$ cat src/rtl/timer_bridge.sv
// timer_bridge: routes MEM-stage CPU accesses to data memory or to one of two
// memory-mapped timers, and raises per-timer interrupts.
// Each timer has CTRL (EN, MODE, IM), PRESET and a read-only COUNT register.
module timer_bridge #(
    parameter logic [31:0] DM_TOP  = 32'h0000_2FFF,
    parameter logic [31:0] T0_BASE = 32'h0000_7F00,
    parameter logic [31:0] T1_BASE = 32'h0000_7F10
) (
    input  logic        clk,
    input  logic        reset,
    input  logic [31:0] cpu_addr,
    input  logic [31:0] cpu_wdata,
    input  logic [3:0]  cpu_byteen,
    input  logic        cpu_rd,
    output logic [31:0] cpu_rdata,
    output logic [31:0] dm_addr,
    output logic [31:0] dm_wdata,
    output logic [3:0]  dm_byteen,
    input  logic [31:0] dm_rdata,
    output logic [1:0]  irq,
    output logic        addr_err
);

    typedef enum logic [1:0] {
        IDLE = 2'd0,
        LOAD = 2'd1,
        CNT  = 2'd2,
        INT  = 2'd3
    } timer_state_t;

    localparam logic [1:0] OFS_CTRL   = 2'b00;
    localparam logic [1:0] OFS_PRESET = 2'b01;
    localparam logic [1:0] OFS_COUNT  = 2'b10;

    logic [3:0]   ctrl     [2];
    logic [31:0]  preset   [2];
    logic [31:0]  count    [2];
    timer_state_t state    [2];
    logic [1:0]   irq_flag;

    logic         dm_hit;
    logic [1:0]   t_hit;
    logic         is_store;
    logic         full_word;
    logic [1:0]   wr_ctrl;
    logic [1:0]   wr_preset;

    // Address decode; data memory wins if a timer block ever overlaps it.
    always_comb begin
        dm_hit    = (cpu_addr <= DM_TOP);
        t_hit[0]  = !dm_hit && (cpu_addr[31:4] == T0_BASE[31:4]) && (cpu_addr[3:2] != 2'b11);
        t_hit[1]  = !dm_hit && (cpu_addr[31:4] == T1_BASE[31:4]) && (cpu_addr[3:2] != 2'b11);
        is_store  = (cpu_byteen != 4'b0000);
        full_word = (cpu_byteen == 4'b1111);
        for (int n = 0; n < 2; n++) begin
            wr_ctrl[n]   = t_hit[n] && full_word && (cpu_addr[3:2] == OFS_CTRL);
            wr_preset[n] = t_hit[n] && full_word && (cpu_addr[3:2] == OFS_PRESET);
        end
    end

    // Data memory sees address and data unconditionally; only its enables are gated.
    always_comb begin
        dm_addr   = cpu_addr;
        dm_wdata  = cpu_wdata;
        dm_byteen = dm_hit ? cpu_byteen : 4'b0000;
    end

    // Load data mux: memory, timer register, or zero for unmapped addresses.
    always_comb begin
        cpu_rdata = 32'h0;
        if (dm_hit) begin
            cpu_rdata = dm_rdata;
        end else begin
            for (int n = 0; n < 2; n++) begin
                if (t_hit[n]) begin
                    case (cpu_addr[3:2])
                        OFS_CTRL:   cpu_rdata = {28'h0, ctrl[n]};
                        OFS_PRESET: cpu_rdata = preset[n];
                        OFS_COUNT:  cpu_rdata = count[n];
                        default:    cpu_rdata = 32'h0;
                    endcase
                end
            end
        end
    end

    // Illegal access: unmapped access, partial timer store, or store to read-only COUNT.
    always_comb begin
        addr_err = ((cpu_rd || is_store) && !(dm_hit || t_hit[0] || t_hit[1]))
                || ((t_hit[0] || t_hit[1]) && is_store && !full_word)
                || ((t_hit[0] || t_hit[1]) && is_store && (cpu_addr[3:2] == OFS_COUNT));
    end

    // Interrupt is the registered flag masked by the registered IM bit.
    always_comb begin
        irq = irq_flag & {ctrl[1][3], ctrl[0][3]};
    end

    // Timer registers and FSMs; a CTRL write overrides whatever the FSM would do this edge.
    always_ff @(posedge clk or negedge reset) begin
        if (!reset) begin
            for (int n = 0; n < 2; n++) begin
                ctrl[n]     <= 4'h0;
                preset[n]   <= 32'h0;
                count[n]    <= 32'h0;
                state[n]    <= IDLE;
                irq_flag[n] <= 1'b0;
            end
        end else begin
            for (int n = 0; n < 2; n++) begin
                if (wr_preset[n]) begin
                    preset[n] <= cpu_wdata;
                end
                if (wr_ctrl[n]) begin
                    ctrl[n]     <= cpu_wdata[3:0];
                    irq_flag[n] <= 1'b0;
                    state[n]    <= IDLE;
                end else begin
                    case (state[n])
                        IDLE: begin
                            if (ctrl[n][0]) begin
                                state[n] <= LOAD;
                            end
                        end
                        LOAD: begin
                            count[n] <= preset[n];
                            state[n] <= CNT;
                        end
                        CNT: begin
                            if (!ctrl[n][0]) begin
                                state[n] <= IDLE;
                            end else if (count[n] == 32'h0) begin
                                state[n]    <= INT;
                                irq_flag[n] <= 1'b1;
                            end else begin
                                count[n] <= count[n] - 32'h1;
                            end
                        end
                        INT: begin
                            if (ctrl[n][2:1] == 2'b01) begin
                                state[n]    <= LOAD;
                                irq_flag[n] <= 1'b0;
                            end else begin
                                ctrl[n][0] <= 1'b0;
                                state[n]   <= IDLE;
                            end
                        end
                        default: state[n] <= IDLE;
                    endcase
                end
            end
        end
    end

endmodule

$ cat config.mk
export PLATFORM = sky130hd
export DESIGN_NAME = timer_bridge
export DESIGN_NICKNAME = d
export VERILOG_FILES = /design/src/rtl/timer_bridge.sv
export SDC_FILE = /design/constraint.sdc
export NUM_CORES = 1
export LEC_CHECK = 0
export BUFFER_PORTS_ARGS = -buffer_cell sky130_fd_sc_hd__buf_2
export CAP_MARGIN = 20
export CORE_UTILIZATION = 30
export DETAILED_ROUTE_END_ITERATION = 6
export GPL_ROUTABILITY_DRIVEN = 0
export SLEW_MARGIN = 20
export SYNTH_ARGS = -nofsm -noshare
export SYNTH_HDL_FRONTEND = slang
export SYNTH_SLANG_ARGS = --single-unit
export TNS_END_PERCENT = 100
$ cat constraint.sdc
create_clock -name clk -period 4.6 [get_ports clk]
set_input_delay 0.23 -clock clk [delete_from_list [all_inputs] [get_ports clk]]
set_output_delay 0.23 -clock clk [all_outputs]
set_load 0.1 [all_outputs]
* Yosys cells after proc, flatten, opt, wreduce, memory -nomap -nowiden
Cells that the tools add are included.
** Storage, ports and cells
- Register bits after elaboration :: 142
- Input bits :: 103
- Output and inout bits :: 103
- Logic and storage cells :: 131
** Operators by class
- Add/sub/neg operators :: 2
- $lt $le $gt $ge :: 1
- Equal/unequal tests :: 30
- Multiplexer cells :: 40
- Bitwise logic cells :: 3
- Reduce and logical (&&, ||, !) cells :: 43
** Operators with widths (count)
- 32-bit 2-to-1 mux :: 7
- 32-bit case mux with 3 select lines :: 2
- 32-bit case mux with 2 select lines :: 2
- 32-bit zero test :: 2
- 32-bit by 1-bit subtractor with 32-bit output, second input constant :: 2
- 28-bit by 11-bit == test with 1-bit output, second input constant :: 2
- 32-bit by 14-bit <= comparator with 1-bit output, second input constant :: 1
- 3-bit != test, second input constant :: 8
- 1-bit 2-to-1 mux :: 16
- 2-bit 2-to-1 mux :: 8
- 2-bit case mux with 4 select lines :: 2
- 4-bit AND reduction :: 4
- 1-bit logical AND :: 14
- 2-bit != test, second input constant :: 7
- 2-bit by 1-bit == test with 1-bit output, second input constant :: 5
- 2-bit == test, second input constant :: 5
- 4-bit != test, second input constant :: 2
- 2-bit AND reduction :: 4
- 2-bit nonzero test :: 4
- 2-bit zero test :: 3
- 1-bit logical OR :: 6
- 3-bit nonzero test :: 2
- 4-bit == test, second input constant :: 1
- 4-bit 2-to-1 mux :: 1
- other kinds (5) :: 9

* Depth between registers and ports, before layout
- Word-level depth :: 10
- Gate-level depth with buffers :: 9
- Depth with buffers taken out :: 8

* Worst setup path after synthesis
No wires, ideal clock.
- Kind :: input -> output
- Start :: input port cpu_addr[2]
- End :: output port addr_err
- Data arrival time :: 3.217 ns
- Required time :: 4.370 ns
- Slack :: 1.153 ns
- Cell stages on the path :: 5
- Path buffers :: 2
- Path through :: clkbuf_1 > a211oi_1 > and3_1 > buf_2 > o31ai_1
** Between the ends
- Longest elaborated chain between the ends :: 10
- Elaborated cells on any way between the ends :: 18
- Those cells by class :: 1 x order compare; 2 x eq/ne; 15 x reduce/logical
** RTL lines
- from (decl) :: line 11 : input logic [31:0] cpu_addr,
- 32-bit by 14-bit <= comparator with 1-bit output :: line 50 : dm_hit = (cpu_addr <= DM_TOP);
- 1-bit zero test :: line 51, 52
- 1-bit logical AND (2 in a row) :: line 51 : t_hit[0] = !dm_hit && (cpu_addr[31:4] == T0_BASE[31:4]) && (cpu_addr[3:2] != 2'b11);
- 1-bit logical OR (2 in a row) :: line 89 : addr_err = ((cpu_rd || is_store) && !(dm_hit || t_hit[0] || t_hit[1]))
- 1-bit zero test :: line 89
- 1-bit logical AND :: line 89
- 1-bit logical OR :: line 90 : || ((t_hit[0] || t_hit[1]) && is_store && !full_word)
- 1-bit logical OR (*) :: line 91 : || ((t_hit[0] || t_hit[1]) && is_store && (cpu_addr[3:2] == OFS_COUNT));
- to (decl) :: line 21 : output logic addr_err
Mark *: on every way between the ends. The rest lies on a longest branch, timed or not.

* Worst setup path in the final report
- Start :: register count[32] (netlist bit)
- End :: register count[34] (netlist bit)
** Between the ends
- Longest elaborated chain between the ends :: 4
- Elaborated cells on any way between the ends :: 7
- Those cells by class :: 1 x add/sub; 1 x eq/ne; 3 x mux; 2 x reduce/logical
** RTL lines
- from (decl) :: line 37 : logic [31:0] count [2];
- from (signal, indexed assignment) :: line 126 : count[n] <= preset[n];
- from (signal, indexed assignment) :: line 136 : count[n] <= count[n] - 32'h1;
- 32-bit by 1-bit subtractor with 32-bit output :: line 136
- 32-bit 2-to-1 mux :: line 132 : end else if (count[n] == 32'h0) begin
- 32-bit 2-to-1 mux :: line 130 : if (!ctrl[n][0]) begin
- 32-bit case mux with 2 select lines :: line 119 : case (state[n])
Several ways; a longest one is shown, not always the timed one. The select of a mux whose other input is x is not followed.
A chain may end at the register's enable or synchronous reset.

==> flow_summary_export.csv <==
group,metric,value,unit
floorplan,start_util,30.7,%
yosys,synth_top_area_share,37.5,%
clocking,ctsHoldBuffers,1,
detailed_routing,avgRoutedWirePerCell,20.7,um
yosys,avgSynthCellArea,9.01,sq um
floorplan,row_count,64,
yosys,synth_cells,1051,
power,powerDensity,290,nW/um^2
sta,finalCritPeriodShare,72.1,%
global_routing,grt_max_degree,106,
placed_design,hpwlAfterDp,23100,um
detailed_routing,num_vias,8890,
placed_design,port_buffers,201,
global_routing,grt_pass1_vias,8312,
sta,worst_pin_slew,840,ps
clocking,cts_max_path_buffers,2,
yosys,syn-num-nets,1160,
worst_hold_path,hp-class,"in -> reg",
worst_hold_path,hold_depth,2,
setup_path,r2r-end,"count[34]$_DFFE_PN0P_",
setup_path,reg2reg_depth,9,
sta,finalMaxSlewViolations,0,
floorplan,dieArea,32300,sq um
power,peakVddDrop,0.203,mV
detailed_routing,drt_iter0_markers,772,
yosys,yosys_register_bits,142,
clocking,cts.reportedPaths.clkPinSlew,60,ps
setup_path,arrival,3630,ps
setup_path,r2r_slack,1280,ps
worst_hold_path,worstHoldEndpoint,"preset[49]$_DFFE_PN0P_",
global_routing,grt_pass1_wl,49700,um
clocking,numCtsBuffers,17,
power,power,3190,uW
layout,area_growth,16.1,%
clocking,cts_resized,0,
yosys,yosysTopAreaCell,"dfrtp_1",
yosys,syn-cell-area,9470,sq um
sta,skew,9.57,ps
global_routing,antenna_found_initial,0,
power,leakage,0.00509,uW
setup_path,regToRegStartpoint,"count[32]$_DFFE_PN0P_",
layout,final_common_cell,"buf_2",
yosys,synth_edf_count,0,
yosys,synthFlopType,"dfrtp_1",
sta,setup-tns-final,0,ps
floorplan,dieWidth,180,um
worst_hold_path,hold_start,"cpu_wdata[17]",
setup_path,cp-start-kind,"flop",
yosys,synth.area.top_cells,"dfrtp_1, mux2_2, buf_4",
layout,layout_common_cells,"buf_2, dfrtp_1, nor2_1",
sta,finalHoldViolCount,0,
sta,maxSlewHeadroom,43.9,%
detailed_routing,ant_nets,0,
yosys,synth_cell_types,73,
detailed_routing,drtPass1Iterations,7,
floorplan,fp.dieH,180,um
setup_path,crit_required,4910,ps
clocking,cts_tree,"built",
yosys,ys_warn_count,0,
global_routing,overflow,0,
job,cap_viol_max_count,0,
setup_path,critical_path_class,"reg -> reg",
setup_path,worstPathMaxFanout,43,
floorplan,core_area,30800,sq um
clocking,post-cts-setup-buffers,0,
sta,finalSetupViolCount,0,
yosys,synth_async_sr_flop_share,100,%
clocking,cts_sinks,142,
layout,final_nets,1252,
sta,timing.fmax,0.302,GHz
setup_path,cp-end-kind,"flop",
outcome,status,"finished clean",
clocking,htreeDepth,4,
layout,drive_gt1_share,29.2,%
global_routing,track_usage,19.7,%
detailed_routing,post_drt_via_cell_ratio,5.72,
clocking,root_buffer,"clkbuf_16",
yosys,ys_seq_area_share,37.5,%
sta,final.min_clock_period,3320,ps
detailed_routing,drc,0,
detailed_routing,wl,32200,um
sta,rsz0062_at_grt,"false",
clocking,clock_latency,420,ps
floorplan,pin_count,206,
[layout make-up]
cell class / instances / area, sq um
fillers: 3082 / 19800
multi-input cells: 747 / 5060
flip-flops and latches: 142 / 3550
repair buffers: 222 / 1190
well taps: 396 / 495
clock buffers: 17 / 425
clock inverters: 15 / 219
inverters: 13 / 48.8
diodes: 1 / 2.50
[sequential cells by signal, summed over array words and instances (netlist names)]
register / flops
count: 64
ctrl: 8
irq_flag: 2
preset: 64
state: 4
[worst max path at each step]
stage                          startpoint               endpoint  slack [ps]
floorplan                     cpu_addr[2]               addr_err        1150
global placement    count[32]$_DFFE_PN0P_  count[34]$_DFFE_PN0P_        1380
detailed placement  count[32]$_DFFE_PN0P_  count[34]$_DFFE_PN0P_        1300
CTS                 count[32]$_DFFE_PN0P_  count[34]$_DFFE_PN0P_        1280
global route        count[32]$_DFFE_PN0P_  count[34]$_DFFE_PN0P_        1040
finish              count[32]$_DFFE_PN0P_  count[34]$_DFFE_PN0P_        1280
[stage by stage]
| stage | hold slack (ps) | instance area [sq um] | util (%) | setup slack, ps | std cells |
|---|---|---|---|---|---|
| 6_report | 87.8 | 11000 | 35.7 | 1280 | 1553 |
| 5_1_grt | 75.9 | 11000 | 35.7 | 1040 | 1552 |
| 4_1_cts | 70.3 | 11000 | 35.6 | 1280 | 1551 |
| 3_5_place_dp | 420 | 10300 | 33.4 | 1300 | 1518 |
| 3_3_place_gp | 429 | 10300 | 33.4 | 1380 | 1518 |
| 2_1_floorplan | -65.6 | 9470 | - | 1150 | 1051 |
[per-layer routing]
metal	wire length (um)	GRT usage [%]	up-vias	share of wire (%)
li1	-	-	4117	-
met1	14800	27.7	4400	46
met2	14800	30.6	327	46
met3	1630	2.55	46	5.1
met4	952	7.45	0	3.0
met5	0	0	-	0
[Yosys cell counts (all sizes together) (24+ instances only)]
library cell	count
nor4	24
buf	92
dfrtp	142
nor3	31
a221oi	28
a21oi	80
a22o	33
a22oi	37
mux2	69
clkbuf	57
nand2	42
nor2	104
o21ai	64
[critical path, cell delays in order, from the launching register on]
cell and delay (ps):
dfrtp_1 410, inv_1 100, ha_1 260, or4b_1 560, nor4_2 490, nand4_1 190
nand3b_2 600, buf_4 340, nor2_1 70, o22a_1 170
[cell families after synthesis]
group,synth area share [%]
AND/OR/NAND/NOR,20.0
AO/OA/AOI/OAI,23.1
buffers and inverters,9.27
adder cells (fa/ha/maj),0.792
multiplexers,9.15
flip-flops,37.5
XOR/XNOR,0.0925
[where the power goes]
group	internal, uW	switching, uW	total (uW)	leakage, uW
registers	1250	0.128	1250	0.00196
logic	73.4	346	419	0.00283
clock network	961	564	1520	0.000309
No activity file was read; power rests on OpenSTA's default activity.
